[config.mk]
export PLATFORM = sky130hd
export DESIGN_NAME = systolic_drain
export DESIGN_NICKNAME = d
export VERILOG_FILES = /design/src/rtl/systolic_pkg.sv /design/src/rtl/systolic_drain_fifo.sv /design/src/rtl/systolic_drain.sv
export SDC_FILE = /design/constraint.sdc
export NUM_CORES = 1
export LEC_CHECK = 0
export CORE_MARGIN = 3
export CORE_UTILIZATION = 46
export DETAILED_ROUTE_END_ITERATION = 7
export PLACE_DENSITY = 0.75
export SKIP_CTS_REPAIR_TIMING = 1
export SLEW_MARGIN = 20
export SYNTH_ARGS = -nofsm -noshare
export SYNTH_HDL_FRONTEND = slang
export SYNTH_HIERARCHICAL = 1
export SYNTH_SLANG_ARGS = --single-unit
[constraint.sdc]
create_clock -name clk -period 2.55 [get_ports clk]
set_input_delay 0.51 -clock clk [delete_from_list [all_inputs] [get_ports clk]]
set_output_delay 0.51 -clock clk [all_outputs]
set_load 0.01 [all_outputs]
[src/rtl/systolic_pkg.sv]
// Shared definitions for the systolic array controller and its result drain.
//   drain_state_e : drain FSM states (idle, issuing reads, waiting for last accept)
//   DRAIN_DEPTH   : entries in the drain output buffer; also the read credit limit
//   DRAIN_CNT_W   : width of an occupancy count for that buffer
package systolic_pkg;

    localparam int unsigned DRAIN_DEPTH = 2;
    localparam int unsigned DRAIN_CNT_W = $clog2(DRAIN_DEPTH + 1);

    typedef enum logic [1:0] {
        StIdle,
        StDrain,
        StFlush
    } drain_state_e;

endpackage

[src/rtl/systolic_drain_fifo.sv]
// Two-entry output buffer for the result drain. Holds {last, data} words.
//   clk, rst      : clock, asynchronous active-high reset
//   push_i        : write push_data_i this cycle (caller guarantees space)
//   push_data_i   : word to write
//   pop_i         : consume the head word (ignored when empty)
//   valid_o       : buffer non-empty
//   head_o        : oldest word; zero after reset
//   count_o       : current occupancy
module systolic_drain_fifo
    import systolic_pkg::*;
#(
    parameter int unsigned Width = 17
) (
    input  logic                   clk,
    input  logic                   rst,
    input  logic                   push_i,
    input  logic [Width-1:0]       push_data_i,
    input  logic                   pop_i,
    output logic                   valid_o,
    output logic [Width-1:0]       head_o,
    output logic [DRAIN_CNT_W-1:0] count_o
);

    localparam int unsigned PtrW = $clog2(DRAIN_DEPTH);

    logic [Width-1:0]       mem_q [DRAIN_DEPTH];
    logic [Width-1:0]       mem_d [DRAIN_DEPTH];
    logic [PtrW-1:0]        wr_ptr_q, wr_ptr_d;
    logic [PtrW-1:0]        rd_ptr_q, rd_ptr_d;
    logic [DRAIN_CNT_W-1:0] count_q, count_d;
    logic                   pop_ok;

    assign valid_o = (count_q != '0);
    assign head_o  = mem_q[rd_ptr_q];
    assign count_o = count_q;
    assign pop_ok  = pop_i && valid_o;

    always_comb begin
        mem_d    = mem_q;
        wr_ptr_d = wr_ptr_q;
        rd_ptr_d = rd_ptr_q;
        if (push_i) begin
            mem_d[wr_ptr_q] = push_data_i;
            wr_ptr_d        = wr_ptr_q + PtrW'(1);
        end
        if (pop_ok) begin
            rd_ptr_d = rd_ptr_q + PtrW'(1);
        end
        // Simultaneous push and pop leaves occupancy unchanged.
        count_d = count_q + DRAIN_CNT_W'(push_i) - DRAIN_CNT_W'(pop_ok);
    end

    always_ff @(posedge clk or posedge rst) begin
        if (rst) begin
            mem_q    <= '{default: '0};
            wr_ptr_q <= '0;
            rd_ptr_q <= '0;
            count_q  <= '0;
        end else begin
            mem_q    <= mem_d;
            wr_ptr_q <= wr_ptr_d;
            rd_ptr_q <= rd_ptr_d;
            count_q  <= count_d;
        end
    end

endmodule

[src/rtl/systolic_drain.sv]
// Streams one size x size result matrix out of a systolic array, row-major or
// column-major, through a valid/ready interface with full backpressure.
//   clk, rst          : clock, asynchronous active-high reset
//   start_val/rdy     : start handshake; start_rdy is high only when idle
//   start_col_major   : drain order, sampled on the start handshake
//   out_rsel/out_csel : array element select; b_s_in returns it one cycle later
//   b_s_in            : array result for the previous cycle's select
//   send_*            : result stream; send_last marks the final element
//   done              : one-cycle pulse the cycle after the final element is accepted
module systolic_drain
    import systolic_pkg::*;
#(
    parameter int unsigned size  = 16,
    parameter int unsigned nbits = 16
) (
    input  logic                    clk,
    input  logic                    rst,
    input  logic                    start_val,
    output logic                    start_rdy,
    input  logic                    start_col_major,
    output logic [$clog2(size)-1:0] out_rsel,
    output logic [$clog2(size)-1:0] out_csel,
    input  logic [nbits-1:0]        b_s_in,
    output logic [nbits-1:0]        send_msg,
    output logic                    send_val,
    input  logic                    send_rdy,
    output logic                    send_last,
    output logic                    done
);

    localparam int unsigned     SelW   = $clog2(size);
    localparam logic [SelW-1:0] SelMax = SelW'(size - 1);

    drain_state_e    state_q, state_d;
    logic [SelW-1:0] rsel_q, rsel_d;
    logic [SelW-1:0] csel_q, csel_d;
    logic            col_major_q, col_major_d;
    logic            inflight_q, inflight_d;
    logic            inflight_last_q, inflight_last_d;
    logic            done_q, done_d;

    logic [DRAIN_CNT_W-1:0] fifo_count;
    logic [nbits:0]         fifo_head;
    logic                   fifo_valid;
    logic                   fifo_pop;
    logic [2:0]             credit_use;
    logic                   issue;
    logic                   sel_last;
    logic                   head_last;

    systolic_drain_fifo #(
        .Width (nbits + 1)
    ) u_fifo (
        .clk         (clk),
        .rst         (rst),
        .push_i      (inflight_q),
        .push_data_i ({inflight_last_q, b_s_in}),
        .pop_i       (fifo_pop),
        .valid_o     (fifo_valid),
        .head_o      (fifo_head),
        .count_o     (fifo_count)
    );

    assign send_val  = fifo_valid;
    assign send_msg  = fifo_head[nbits-1:0];
    assign head_last = fifo_head[nbits];
    assign send_last = fifo_valid && head_last;
    assign fifo_pop  = fifo_valid && send_rdy;

    assign start_rdy = (state_q == StIdle);
    assign out_rsel  = rsel_q;
    assign out_csel  = csel_q;
    assign done      = done_q;

    // Credits: an element is either inflight in the array or sitting in the buffer.
    // An element leaving the buffer this cycle frees its slot in time for the
    // word pushed by a read issued now, which keeps 1 element/cycle with ready high.
    assign credit_use = 3'(fifo_count) + 3'(inflight_q) - 3'(fifo_pop);
    assign issue      = (state_q == StDrain) && (credit_use < 3'(DRAIN_DEPTH));
    assign sel_last   = (rsel_q == SelMax) && (csel_q == SelMax);

    always_comb begin
        state_d         = state_q;
        rsel_d          = rsel_q;
        csel_d          = csel_q;
        col_major_d     = col_major_q;
        inflight_d      = issue;
        inflight_last_d = issue && sel_last;
        done_d          = fifo_pop && head_last;

        unique case (state_q)
            StIdle: begin
                if (start_val) begin
                    state_d     = StDrain;
                    rsel_d      = '0;
                    csel_d      = '0;
                    col_major_d = start_col_major;
                end
            end
            StDrain: begin
                if (issue) begin
                    if (sel_last) begin
                        state_d = StFlush;
                    end
                    // Power-of-two size: the minor counter wraps to zero on its own.
                    if (col_major_q) begin
                        rsel_d = rsel_q + SelW'(1);
                        if (rsel_q == SelMax) begin
                            csel_d = csel_q + SelW'(1);
                        end
                    end else begin
                        csel_d = csel_q + SelW'(1);
                        if (csel_q == SelMax) begin
                            rsel_d = rsel_q + SelW'(1);
                        end
                    end
                end
            end
            StFlush: begin
                if (fifo_pop && head_last && (fifo_count == DRAIN_CNT_W'(1)) && !inflight_q) begin
                    state_d = StIdle;
                end
            end
            default: state_d = StIdle;
        endcase
    end

    always_ff @(posedge clk or posedge rst) begin
        if (rst) begin
            state_q         <= StIdle;
            rsel_q          <= '0;
            csel_q          <= '0;
            col_major_q     <= 1'b0;
            inflight_q      <= 1'b0;
            inflight_last_q <= 1'b0;
            done_q          <= 1'b0;
        end else begin
            state_q         <= state_d;
            rsel_q          <= rsel_d;
            csel_q          <= csel_d;
            col_major_q     <= col_major_d;
            inflight_q      <= inflight_d;
            inflight_last_q <= inflight_last_d;
            done_q          <= done_d;
        end
    end

endmodule

==> results.yml <==
status:
  status: "complete, no violations"
logic_synthesis:
  synth_area_leaders: "dfrtp_1 52%, mux2_2 19%, mux2_4 6.0%"
  synth-edff-count: 0
  yosysMostFrequentCell: "dfrtp_1"
  postSynthCellCount: 188
  syn_avg_cell_area_um2: 13.3
  ys_seq_area_share_pct: 51.9
  syn_area_um2: 2510
  synth.top_cell.area_share_pct: 51.9
  yosysWarnings: 6
  synth_nets: 215
  synth_ff_type: "dfrtp_1"
  synth-seq-cells: 52
  yosysTopAreaCell: "dfrtp_1"
  synthDistinctLibCells: 40
  synthArstFlopShare_pct: 100
  synthTopCellsByCount: "52 x dfrtp_1, 42 x mux2_2, 10 x mux2_4"
grt:
  grt_start_max_net_pins: 39
  grt_pass1_wl_um: 7580
  gr-total-overflow: 0
  grtUsageTotal_pct: 15.3
  antenna_found_initial: 0
  grt_pass1_vias: 1626
cts:
  cts_sinks: 52
  clock_latency_ns: 0.30
  cts_tree: "yes"
  cts_made_buffers: 5
  clk_pin_slew_worst_paths_ns: 0.09
  htree_levels: 2
  cts_root_buffer: "clkbuf_8"
  cts_buffer_depth: 2
floorplanning:
  start_util_pct: 48.2
  core_area_um2: 5200
  die-area_um2: 6370
  ios: 49
  fp.dieH_um: 79.8
  rows: 26
  die_w_um: 79.8
power:
  pwr-share-clk_pct: 11.6
  intPower_mw: 2.78
  p_leak_nw: 1.38
  powerDensity_nw_per_um2: 1280
  combPwrFrac_pct: 53.9
  vdd_drop_max_v: 0.000650
  power.total_mw: 4.14
  switching_share_pct: 32.8
  power.switching_mw: 1.36
  seq_power_share_pct: 34.5
worst_setup_path:
  cp-start-kind: "flop"
  slowest_stage: "fa_2"
  crit_fanout: 10
  required_ns: 2.73
  critPathKind: "reg -> reg"
  crit_path_cell_trace: "or2_4 > and2_4 > ha_4 > nor2b_2 > fa_2 > o31a_1 > buf_6 > o21ai_0 > o211ai_1"
  arrival_ns: 2.65
  critPathCaptureType: "flop"
  slowest_delay_ns: 0.47
timing:
  layout_min_cycle_time_ns: 2.47
  fin_skew_ns: 0.00591
  post-route-period-util_pct: 96.7
  slew_headroom_pct: 63.2
  worst_pin_slew_ns: 0.551
  setup_ws_ns: 0.0838
  maxSlewViolCount: 0
  rsz0062_at_grt: "yes"
  holdWs_ns: 0.509
  finalSetupViolCount: 0
  fin_setup_tns_ns: 0
  hold_viol: 0
  fmax_mhz: 405
detailed_routing:
  vias: 1607
  drt_wl_total_um: 4610
  wl_per_cell_um: 14.6
  antenna_left: 0
  vias_per_cell: 5.09
  drt_iter0_drc: 40
  dr.pass1.iters: 4
  drc_errors: 0
placed_design:
  gp_congestion: 0.799
  hpwl_um: 3310
  pre_cts_ws_ns: -0.311
  portBuffers: 48
  dp_cells: 308
  placed_area_um2: 3100
finish:
  layout-drive-gt1-share_pct: 33.7
  utilization_pct: 61.9
  synthToLayoutAreaGrowth_pct: 28.5
  layout.cells.non_filler: 316
  nNetsFinal: 272
  fin_area_um2: 3220
  diodes: 0
job:
  drv_cap: 0
hold_path:
  worstHoldPathType: "reg -> reg"
## path summary, 6_finish.rpt
check,startpoint,endpoint,slack (ns),depth (start not counted)
setup / recovery,u_fifo/count_o[1],out_csel[3],0.08,9
hold / removal,u_fifo/mem_q[3],u_fifo/mem_q[3],0.51,1
setup reg to reg,u_fifo/count_o[1],out_csel[3],0.08,9
hold reg to reg,u_fifo/mem_q[3],u_fifo/mem_q[3],0.51,1
max in group asynchronous,rst,u_fifo/count_o[1],1.55,3
min in group asynchronous,rst,out_csel[2],0.58,2
## area by class of cell
class	instances	area, µm²
Clock buffer	7	86.3
Clock inverter	1	7.51
Fill cell	431	1980
Inverter	8	30.0
Multi-Input combinational cell	119	1140
Sequential cell	52	1300
Tap cell	70	87.6
Timing Repair Buffer	59	567
## cell usage in the layout, fill, tap and decap left out, types with 2 or more instances in the layout
cell type	count
mux2_4	10
and3_1	2
mux2_2	42
nand3b_1	3
nor2_1	3
inv_1	8
nor2b_1	2
nor2b_2	2
clkbuf_8	6
nand2b_1	4
o21ai_1	6
o21ai_0	5
nand2_1	4
clkdlybuf4s50_1	48
ha_1	4
xor2_1	2
o211ai_1	2
dfrtp_1	51
xnor2_1	2
nand3_1	2
buf_4	10
## worst max-delay path: cells and delay by family, from the launching register on
| family | cells | cell delay (ns) |
|---|---|---|
| simple gates | 3 | 0.54 |
| fa+ha+maj | 2 | 0.68 |
| buf+inv | 1 | 0.15 |
| compound gates | 3 | 0.58 |
| flops | 1 | 0.41 |
## state kept, by name, indices dropped and copies added, names as in the netlist
signal           flops
u_fifo/rd_ptr_q      1
inflight_last_q      1
inflight_q           1
state_q              2
u_fifo/count_o       2
out_csel             4
out_rsel             4
done                 1
col_major_q          1
u_fifo/mem_q        34
u_fifo/wr_ptr_q      1
## cell families (layout without fill, tap and decap cells)
kind of cell | Yosys count | count (layout) | share of synthesized area (%)
mux | 52 | 52 | 24.8
flops | 52 | 52 | 51.9
simple gates | 35 | 35 | 8.78
compound gates | 21 | 21 | 5.14
buf+inv | 17 | 75 | 4.29
fa+ha+maj | 6 | 6 | 3.29
xor+xnor | 5 | 5 | 1.75
## metal layers
metal / wire [µm] / GRT usage [%] / vias to the layer above
li1: - / - / 777
met1: 2160 / 20.9 / 789
met2: 2210 / 24.1 / 33
met3: 159 / 2.82 / 8
met4: 80 / 6.08 / 0
met5: 0 / 0 / -
## power groups by stage
stage	Combinational (mW)	Sequential, mW	Clock [mW]
CTS	2.20	1.43	0.503
finish	2.23	1.43	0.482
global placement	2.16	1.43	0
detailed placement	2.20	1.43	0
floorplan	1.42	1.40	0
global route	2.43	1.48	0.533
Note: power is estimated with default switching activity, not from simulation.
